==> config.mk <==
export PLATFORM = sky130hd
export DESIGN_NAME = nios_system_processor_gp_out
export DESIGN_NICKNAME = d
export VERILOG_FILES = /design/src/rtl/nios_system_gp_out_pkg.sv /design/src/rtl/nios_system_gp_out_pulse_timer.sv /design/src/rtl/nios_system_processor_gp_out.sv
export SDC_FILE = /design/constraint.sdc
export NUM_CORES = 1
export LEC_CHECK = 0
export CAP_MARGIN = 30
export CORE_AREA = 2 2 86 88
export CTS_CLUSTER_SIZE = 30
export DETAILED_ROUTE_END_ITERATION = 10
export DIE_AREA = 0 0 88 90
export PLACE_DENSITY = 0.75
export SLEW_MARGIN = 10
export SYNTH_ARGS = -nofsm -noshare
export SYNTH_HDL_FRONTEND = slang
export SYNTH_HIERARCHICAL = 1
export SYNTH_SLANG_ARGS = --single-unit
==> constraint.sdc <==
create_clock -name clk -period 2.81 [get_ports clk]
set_input_delay 0.4215 -clock clk [delete_from_list [all_inputs] [get_ports clk]]
set_output_delay 0.4215 -clock clk [all_outputs]
set_load 0.01 [all_outputs]
==> src/rtl/nios_system_gp_out_pkg.sv <==
// Shared definitions for the general-purpose output PIO.
// Holds the register map offsets and the pulse-timer state encoding.
// Imported by the pulse timer and by the top-level PIO.
package nios_system_gp_out_pkg;

  // Word offsets of the slave registers
  localparam logic [2:0] ADDR_DATA      = 3'd0;
  localparam logic [2:0] ADDR_OUTSET    = 3'd1;
  localparam logic [2:0] ADDR_OUTCLEAR  = 3'd2;
  localparam logic [2:0] ADDR_PULSE     = 3'd3;
  localparam logic [2:0] ADDR_PULSE_LEN = 3'd4;

  // Pulse timer states
  typedef enum logic {
    IDLE    = 1'b0,
    PULSING = 1'b1
  } pulse_state_e;

  // Avalon write strobe: chipselect qualified by the active-low write line
  function automatic logic bus_write(input logic cs, input logic wr_n);
    return cs & ~wr_n;
  endfunction

endpackage

==> src/rtl/nios_system_gp_out_pulse_timer.sv <==
// Self-timed pulse counter: load arms it, expire fires on the last counted cycle.
// Latency: expire is combinational from the counter; state updates on the next edge.
// Any bus write in the expiry cycle holds off expiry by one cycle (counter parks at 1).
module nios_system_gp_out_pulse_timer
  import nios_system_gp_out_pkg::*;
#(
  parameter int LEN_WIDTH = 16
) (
  input  logic                 clk,
  input  logic                 i_reset,
  input  logic                 i_load,
  input  logic [LEN_WIDTH-1:0] i_len,
  input  logic                 i_cancel,
  input  logic                 i_hold,
  output logic                 o_expire
);

  localparam logic [LEN_WIDTH-1:0] CNT_ONE  = LEN_WIDTH'(1);
  localparam logic [LEN_WIDTH-1:0] CNT_ZERO = '0;

  pulse_state_e         r_state;
  pulse_state_e         w_state_nxt;
  logic [LEN_WIDTH-1:0] r_count;
  logic [LEN_WIDTH-1:0] w_count_nxt;

  // The pulse ends when the counter reaches 1, unless a bus write claims this cycle
  assign o_expire = (r_state == PULSING) && (r_count == CNT_ONE) && !i_hold;

  // State and counter registers
  always_ff @(posedge clk) begin
    if (i_reset) begin
      r_state <= IDLE;
      r_count <= CNT_ZERO;
    end else begin
      r_state <= w_state_nxt;
      r_count <= w_count_nxt;
    end
  end

  // Next state: load restarts, cancel stops, otherwise count down without wrapping
  always_comb begin
    w_state_nxt = r_state;
    w_count_nxt = r_count;
    if (i_load) begin
      w_state_nxt = PULSING;
      w_count_nxt = i_len;
    end else if (i_cancel) begin
      w_state_nxt = IDLE;
      w_count_nxt = CNT_ZERO;
    end else begin
      case (r_state)
        IDLE: begin
          w_count_nxt = CNT_ZERO;
        end
        PULSING: begin
          if (o_expire) begin
            w_state_nxt = IDLE;
            w_count_nxt = CNT_ZERO;
          end else if (r_count > CNT_ONE) begin
            w_count_nxt = r_count - CNT_ONE;
          end
        end
        default: begin
          w_state_nxt = IDLE;
          w_count_nxt = CNT_ZERO;
        end
      endcase
    end
  end

endmodule

==> src/rtl/nios_system_processor_gp_out.sv <==
// Avalon-MM output PIO with atomic set/clear and self-timed pulse strobes.
// Latency: writes visible on out_port the cycle after; readdata registered, 1 cycle.
// Never stalls the bus: no waitrequest, every access completes immediately.
module nios_system_processor_gp_out
  import nios_system_gp_out_pkg::*;
#(
  parameter int                   WIDTH       = 8,
  parameter logic [WIDTH-1:0]     RESET_VALUE = '0,
  parameter int                   LEN_WIDTH   = 16,
  parameter logic [LEN_WIDTH-1:0] DEFAULT_LEN = LEN_WIDTH'(50)
) (
  input  logic             clk,
  input  logic             reset,
  input  logic [2:0]       address,
  input  logic             chipselect,
  input  logic             write_n,
  input  logic [31:0]      writedata,
  output logic [31:0]      readdata,
  output logic [WIDTH-1:0] out_port
);

  logic [WIDTH-1:0]     r_data;
  logic [WIDTH-1:0]     r_mask;
  logic [LEN_WIDTH-1:0] r_len;
  logic [31:0]          r_readdata;

  logic [WIDTH-1:0]     w_data_nxt;
  logic [WIDTH-1:0]     w_mask_nxt;
  logic                 w_cancel;
  logic                 w_expire;
  logic [31:0]          w_rd_mux;

  logic                 w_wr;
  logic [WIDTH-1:0]     w_wd;
  logic [LEN_WIDTH-1:0] w_wlen;
  logic                 w_wr_data;
  logic                 w_wr_set;
  logic                 w_wr_clr;
  logic                 w_wr_pulse;
  logic                 w_wr_len;
  logic                 w_pulse_go;
  logic                 w_unused_wdata;

  // Bus decode; upper writedata bits are don't-care for every register
  assign w_wr           = bus_write(chipselect, write_n);
  assign w_wd           = writedata[WIDTH-1:0];
  assign w_wlen         = writedata[LEN_WIDTH-1:0];
  assign w_unused_wdata = ^writedata;
  assign w_wr_data      = w_wr && (address == ADDR_DATA);
  assign w_wr_set       = w_wr && (address == ADDR_OUTSET);
  assign w_wr_clr       = w_wr && (address == ADDR_OUTCLEAR);
  assign w_wr_pulse     = w_wr && (address == ADDR_PULSE);
  assign w_wr_len       = w_wr && (address == ADDR_PULSE_LEN);

  // A pulse only starts when there is something to pulse and a non-zero length
  assign w_pulse_go     = w_wr_pulse && (w_wd != '0) && (r_len != '0);

  nios_system_gp_out_pulse_timer #(
    .LEN_WIDTH (LEN_WIDTH)
  ) u_timer (
    .clk      (clk),
    .i_reset  (reset),
    .i_load   (w_pulse_go),
    .i_len    (r_len),
    .i_cancel (w_cancel),
    .i_hold   (w_wr),
    .o_expire (w_expire)
  );

  // Data/mask update: a bus write always wins over pulse expiry
  always_comb begin
    w_data_nxt = r_data;
    w_mask_nxt = r_mask;
    w_cancel   = 1'b0;
    if (w_wr_data) begin
      w_data_nxt = w_wd;
      w_mask_nxt = '0;
      w_cancel   = 1'b1;
    end else if (w_wr_set) begin
      w_data_nxt = r_data | w_wd;
      w_mask_nxt = r_mask & ~w_wd;
      w_cancel   = ((r_mask & ~w_wd) == '0);
    end else if (w_wr_clr) begin
      w_data_nxt = r_data & ~w_wd;
      w_mask_nxt = r_mask & ~w_wd;
      w_cancel   = ((r_mask & ~w_wd) == '0);
    end else if (w_pulse_go) begin
      w_data_nxt = r_data | w_wd;
      w_mask_nxt = r_mask | w_wd;
    end else if (w_expire) begin
      w_data_nxt = r_data & ~r_mask;
      w_mask_nxt = '0;
    end
  end

  // Read mux from current register contents, zero-extended to the bus width
  always_comb begin
    w_rd_mux = '0;
    case (address)
      ADDR_DATA, ADDR_OUTSET, ADDR_OUTCLEAR: w_rd_mux = 32'(r_data);
      ADDR_PULSE:                            w_rd_mux = 32'(r_mask);
      ADDR_PULSE_LEN:                        w_rd_mux = 32'(r_len);
      default:                               w_rd_mux = '0;
    endcase
  end

  // Architectural registers and the registered read port
  always_ff @(posedge clk) begin
    if (reset) begin
      r_data     <= RESET_VALUE;
      r_mask     <= '0;
      r_len      <= DEFAULT_LEN;
      r_readdata <= '0;
    end else begin
      r_data     <= w_data_nxt;
      r_mask     <= w_mask_nxt;
      r_readdata <= w_rd_mux;
      if (w_wr_len) begin
        r_len <= w_wlen;
      end
    end
  end

  assign out_port = r_data;
  assign readdata = r_readdata;

endmodule

==> reports/results.txt, run 1 <==
Status = finished, final reports clean
Share of post-route cells with drive strength above 1 = 11.88%
Least-Margin Pin Slew = 720.6 ps
Ys Warns = 6
Layout Skew = 12.76 ps
Latest clock arrival within the worst-skew pair = 350 ps
IO Pins = 79
Routed wire per std cell = 15.37 um
Resized Gates After CTS = 0
Buf/Inv on CP = 1
Drt drc = 0
# rows = 31
Hold/Removal Path Class = flop to flop
Hold Violations, Final = 0
Worst EP arrival = 2760 ps
Count of different cell masters after synthesis = 60
Fmax = 0.4003 GHz
Worst path required time = 3080 ps
Num CTS Buffers = 9
GRT met1 Usage = 30.23%
Met2 global-route usage = 37.25%
Via count = 3260
Avg Vias per Cell = 5.630
Critical path capture point type = flop
Setup_tns = 0 ps
Pleak = 0.001576 uW
PortBufs = 46
PwrDens = 478.7 nW/um^2
Clock sink count = 65
Yosys top cell by area = dfxtp_1
Area grow syn2layout = 21.69%
H-tree depth = 3
Reg clk slew, reported paths = 80 ps
Initial drt markers = 191
Global route hottest layer = met2
Number of global-route vias before repair = 3072
Tmin final = 2498 ps
Routed WL = 8902 um
CP Max Fanout = 8
Final nets = 516
CTS Buffer Depth = 2
Number of flops mapped to enable cells by yosys = 0
VDD IR max = 0.0002584 V
First-pass GRT wire length = 14560 um
Asr flop ratio synth = 0%
#FFs+latches synth = 65
Top cell family by delay on the critical path = simple AND/OR/NAND/NOR gates
Maxcap violations = 0
Max-slew violations = 0
CTS tree = yes
Die Wd = 88 um
Sequential element share of the synthesized area = 38.11%
CTS root buffer = clkbuf_8
Logic pwr share = 11.3%
Slowest-stage cell, CP = nor4_1
Switching part of the total power = 26.70%
Synth top area share = 38.11%
GR Util met3 = 5.142%
Syn_area_per_cell = 8.015 um^2
Die ar. = 7920 um^2
Mapped cell area = 3415 um^2
Grt ovf = 0
Sequential share of power = 48.0%
Final ANT Viol Nets = 0
Switching power = 531.1 uW
Unrepaired setup endpoints after global routing = no
Diodes inserted = 0
Cells after Synth = 426
Pint = 1458 uW
Synth top area cells = dfxtp_1 38%, nand2_1 8.1%, a21oi_1 5.7%, buf_4 4.2%, o21ai_0 3.7%
Pin count of the biggest net entering global routing = 31
Period utilization = 88.90%
Critical path class = flop to flop
GPL Wtd Cong = 0.8922
Worst setup margin = 311.8 ps
# setup viols final = 0
Main flop type after synthesis = dfxtp_1
Die Ht = 90 um
CP Cell Sequence = nor4_1 > and4_1 > nand4b_1 > inv_1 > nand2_1 > o21ai_0 > o221ai_2 > a311oi_2
Postcts setup bufs = 0
CP max stage delay = 540 ps
Critical Path Source Type = flop
Pre-CTS setup slack = 73.77 ps
Hold buffers post-CTS = 0
Dpl hpwl = 6396 um
Initial core utilization = 48.64%
Core Region = 7020 um^2
Initial antenna violation count = 0
Hold_ws = 492.8 ps
Slew HR = 51.81%
All-Layer GR Usage = 23.28%
DRT Pass-1 Iters = 6
Clock power frac = 40.7%
## worst paths after layout
| kind | start | end | slack (ps) | cells past startpoint |
|---|---|---|---|---|
| min | r_len[6] | r_len[6] | 490 | 2 |
| max reg2reg | u_timer/r_count[11] | out_port[1] | 310 | 8 |
| min reg2reg | r_len[6] | r_len[6] | 490 | 2 |
| max | u_timer/r_count[11] | out_port[1] | 310 | 8 |
## final cells by class
class                           count  area, um^2
Inverter                           13       50.05
Fill cell                         613        2865
Multi-Input combinational cell    319        1859
Clock inverter                      7       78.83
Clock buffer                        9       123.9
Sequential cell                    65        1301
Tap cell                           99       123.9
Timing Repair Buffer               67       618.1
## sequential cells by signal, summed over array words and instances (netlist names)
signal / flops
r_len: 16
readdata: 16
u_timer/r_count: 16
out_port: 8
r_mask: 8
u_timer/r_state: 1
## per-stage QoR
| stage | instance area [um^2] | utilization (%) | instances | power, uW |
|---|---|---|---|---|
| after CTS | 4155 | 59.19 | 579 | 2004 |
| after detailed placement | 3953 | 56.30 | 563 | 1197 |
| after global placement | 3953 | 56.30 | 563 | 1194 |
| final | 4155 | 59.19 | 579 | 1989 |
| after global routing | 4155 | 59.19 | 579 | 2074 |
| after floorplan | 3471 | - | 441 | 1117 |
## cell usage after synthesis (3+ instances only)
cell,count
a21o_1,4
a21oi_1,39
a22oi_1,10
a311oi_1,7
and2_1,10
buf_2,5
buf_4,19
clkbuf_1,17
dfxtp_1,65
inv_1,12
nand2_1,74
nand2b_1,6
nand3_1,8
nand3b_1,3
nor2_1,32
nor2b_1,5
nor3_1,4
nor3b_1,4
nor4_1,9
nor4_4,3
o21ai_0,25
o221ai_1,3
o22ai_1,6
or3_1,3
xnor2_1,6
xor2_1,7
## layout by cell type, fill, tap and decap left out, drive strengths merged, types with 6 or more instances in the layout
master / count
o22ai: 8
clkdlybuf4s50: 46
and2: 10
nand2: 74
xnor2: 6
clkbuf: 9
conb: 16
xor2: 7
clkinv: 6
o21ai: 25
a22oi: 10
inv: 13
nand3: 8
nor2: 33
a21oi: 39
nand2b: 7
a311oi: 9
nor4: 12
buf: 21
dfxtp: 65
## worst register-to-register path, stage by stage, from the launching register on
cell and delay [ps]:
dfxtp_1 370, nor4_1 540, and4_1 320, nand4b_1 170
inv_1 340, nand2_1 90, o21ai_0 230, o221ai_2 130
a311oi_2 240
## metal layers
layer	part of all wire (%)	vias up
li1	-	1560
met1	43	1530
met2	49	148
met3	6.8	22
met4	1.9	0
met5	0	-
## power groups by stage
stage	combinational, uW	sequential, uW	clock, uW
4_1_cts	222	955	827
2_1_floorplan	140	976	0
3_5_place_dp	220	977	0
5_1_grt	243	958	873
3_3_place_gp	217	977	0
6_report	224	956	810
## cells by family after synthesis
kind of cell | synth area share, %
simple gates | 26.46
compound gates | 21.84
flops | 38.11
buf+inv | 9.087
xor+xnor | 3.335
fa+ha+maj | 0.7328
other cells | 0.1098
mux | 0.3298
Power figures use the tool's default switching activity.
==> run 2: changes to the inputs <==
- CORE_AREA: 2 2 86 88 -> 3 3 97 99
- DIE_AREA: 0 0 88 90 -> 0 0 100 102
- PLACE_DENSITY: 0.75 -> 0.62
==> run 2 against run 1 <==
  * Total power rose by 0.83%
  * Via count fell by 2.8%
  * Clock power rose by 2%
  * Final area rose by 0.78%
  * Register-to-register slack improved by 98 ps
  * Die area rose by 29%
  * Core utilization fell by 11 points
  * Routed wire length rose by 3.9%
  * Hold slack got worse by 1.3 ps
  * Critical endpoint is now u_timer/r_count[0]
  * Critical path depth rose by 1
  * Non-clock buffer count rose by 3
  * Highest routed layer unchanged
  * Combinational power rose by 2%
==> reports/results.txt, run 2 (synthesis results as in run 1) <==
Fillers = 852 (+39%)
Pleak = 0.001587 uW (+0.71%)
Resized Gates After CTS = 0 (unchanged)
Reg clk slew, reported paths = 80 ps (about the same)
Storage cell area = 1301 um^2 (unchanged)
Commonest non-fill, non-tap cell in the layout = nand2_1
Worst Setup SP = writedata[5]
Fmax = 0.4110 GHz (+2.7%)
VDD IR max = 0.0002643 V (+2.3%)
DRT Pass-1 Iters = 4 (-2)
Initial antenna violation count = 0 (unchanged)
Status = finished, final reports clean
Top cell family by delay on the critical path = simple AND/OR/NAND/NOR gates
CTS root buffer = clkbuf_8
Latest clock arrival within the worst-skew pair = 350 ps (about the same)
Switching part of the total power = 27.18% (+0.48 points)
Crit path depth = 9 (+1)
# setup viols final = 0 (unchanged)
Maxcap violations = 0 (unchanged)
PwrDens = 478.9 nW/um^2 (about the same)
GRT met1 Usage = 23.07% (-7.2 points)
Buf/Inv on CP = 2 (+1)
Slowest-stage cell, CP = clkdlybuf4s50_1
Critical Path Source Type = input port
Worst path required time = 3070 ps (about the same)
CP Max Fanout = 9 (+1)
Initial core utilization = 39.54% (-9.1 points)
Switching power = 545.0 uW (+2.6%)
Share of post-route cells with drive strength above 1 = 12.42% (+0.55 points)
FF-to-FF End = out_port[6]
Final nets = 519 (+0.58%)
First-pass GRT wire length = 14990 um (+3.0%)
Number of global-route vias before repair = 2979 (-3.0%)
GPL Wtd Cong = 0.8853 (-0.77%)
Grt ovf = 0 (unchanged)
Max-slew violations = 0 (unchanged)
Pwr Total = 2006 uW (+0.83%)
R2R setup slack = 410 ps (+100 ps)
Routed wire per std cell = 15.65 um (+1.8%)
Global route hottest layer = met2
Cell mode on critical path = nor3b_1
Period utilization = 86.58% (-2.3 points)
Avg Vias per Cell = 5.360 (-4.8%)
Critical path capture point type = flop
CTS tree = yes
GR Util met3 = 4.573% (-0.57 points)
Pint = 1461 uW (+0.17%)
CP Cell Sequence = clkdlybuf4s50_1 > nor4_1 > a211oi_2 > nand2_1 > clkinv_2 > nor3b_1 > o21a_2 > nor3b_1 > a311oi_1
Area grow syn2layout = 22.65%
H-tree depth = 3 (unchanged)
Logic pwr share = 11.3% (about the same)
Layout Skew = 11.15 ps (-1.611 ps)
Die ar. = 10200 um^2 (+29%)
Hold buffers post-CTS = 0 (unchanged)
CTS Buffer Depth = 2 (unchanged)
Sequential share of power = 47.6% (-0.4 points)
Dpl hpwl = 6682 um (+4.5%)
Core Region = 8636 um^2 (+23%)
Critical path class = input port to flop
Worst setup margin = 377.0 ps (+65.17 ps)
Clock power frac = 41.0% (+0.3 points)
Met2 global-route usage = 32.58% (-4.7 points)
Hold path startpoint = r_len[9]
Die Ht = 102 um (+13%)
# rows = 34 (+9.7%)
End of the critical path = u_timer/r_count[0]
Path depth of the worst reg2reg path = 9 (+1)
Tmin final = 2433 ps (-65.17 ps)
Setup_tns = 0 ps (unchanged)
Reg2Reg Launch Point = u_timer/r_count[11]
CP max stage delay = 530 ps (about the same)
Hold/Removal Path Class = flop to flop
Die Wd = 100 um (+14%)
Worst EP arrival = 2690 ps (-70 ps)
Num CTS Buffers = 9 (unchanged)
Least-Margin Pin Slew = 572.5 ps (-148.1 ps)
Clock sink count = 65 (unchanged)
IO Pins = 79 (unchanged)
Postcts setup bufs = 0 (unchanged)
Hold Violations, Final = 0 (unchanged)
Core Util, Final = 48.49% (-11 points)
Pin count of the biggest net entering global routing = 31 (unchanged)
Diodes inserted = 0 (unchanged)
Drt drc = 0 (unchanged)
Commonest cells after routing, fill and taps aside = 74 x nand2_1, 65 x dfxtp_1, 46 x clkdlybuf4s50_1
Area of the multi-input gates = 1859 um^2 (unchanged)
Slew HR = 61.83% (+10 points)
Via count = 3168 (-2.8%)
Pre-CTS setup slack = 51.33 ps (-22.45 ps)
All-Layer GR Usage = 18.59% (-4.7 points)
Routed WL = 9247 um (+3.9%)
Initial drt markers = 177 (-7.3%)
Unrepaired setup endpoints after global routing = no
Final ANT Viol Nets = 0 (unchanged)
PortBufs = 46 (unchanged)
[run 2: power groups by stage]
stage | sequential [uW] | clock, uW | combinational (uW)
3_3_place_gp | 977 | 0 | 225
4_1_cts | 955 | 834 | 228
6_report | 955 | 823 | 228
3_5_place_dp | 977 | 0 | 226
2_1_floorplan | 976 | 0 | 140
5_1_grt | 958 | 884 | 249
[run 2: per-stage QoR]
stage | hold WS, ps | instances | instance area, um^2
after global routing | 523.3 | 591 | 4188
after CTS | 493.2 | 591 | 4188
after global placement | 474.2 | 575 | 3986
final | 491.5 | 591 | 4188
after detailed placement | 482.1 | 575 | 3986
after floorplan | 457.4 | 441 | 3471
[run 2: worst register-to-register path: stages (launching register included)]
cell and delay, ps:
dfxtp_1 380, nor4_1 470, and4_1 310, nand4b_1 160, inv_1 160, buf_4 200, nand2_1 60, o21ai_0 150
o221ai_1 120, a311oi_1 280
[run 2: worst min path at each step]
stage,cells after the start,slack (ps),to
after floorplan,2,460,r_len[13]
after global placement,2,470,r_len[15]
after detailed placement,2,480,r_len[9]
after CTS,2,490,r_len[9]
after global routing,1,520,readdata[10]
final,2,490,r_len[9]
[run 2: routing by layer]
metal | part of all wire [%] | vias to the layer above
met3 | 4.3 | 13
met2 | 51 | 82
met1 | 43 | 1504
li1 | - | 1569
met4 | 1.4 | 0
met5 | 0 | -
[run 2: cell type report]
cell class                      instances  area share [%]
Inverter                               13           1.195
Clock inverter                          7           1.852
Sequential cell                        65           31.07
Clock buffer                            9           2.958
Timing Repair Buffer                   70           15.30
Multi-Input combinational cell        319           44.40
Tap cell                              108           3.227
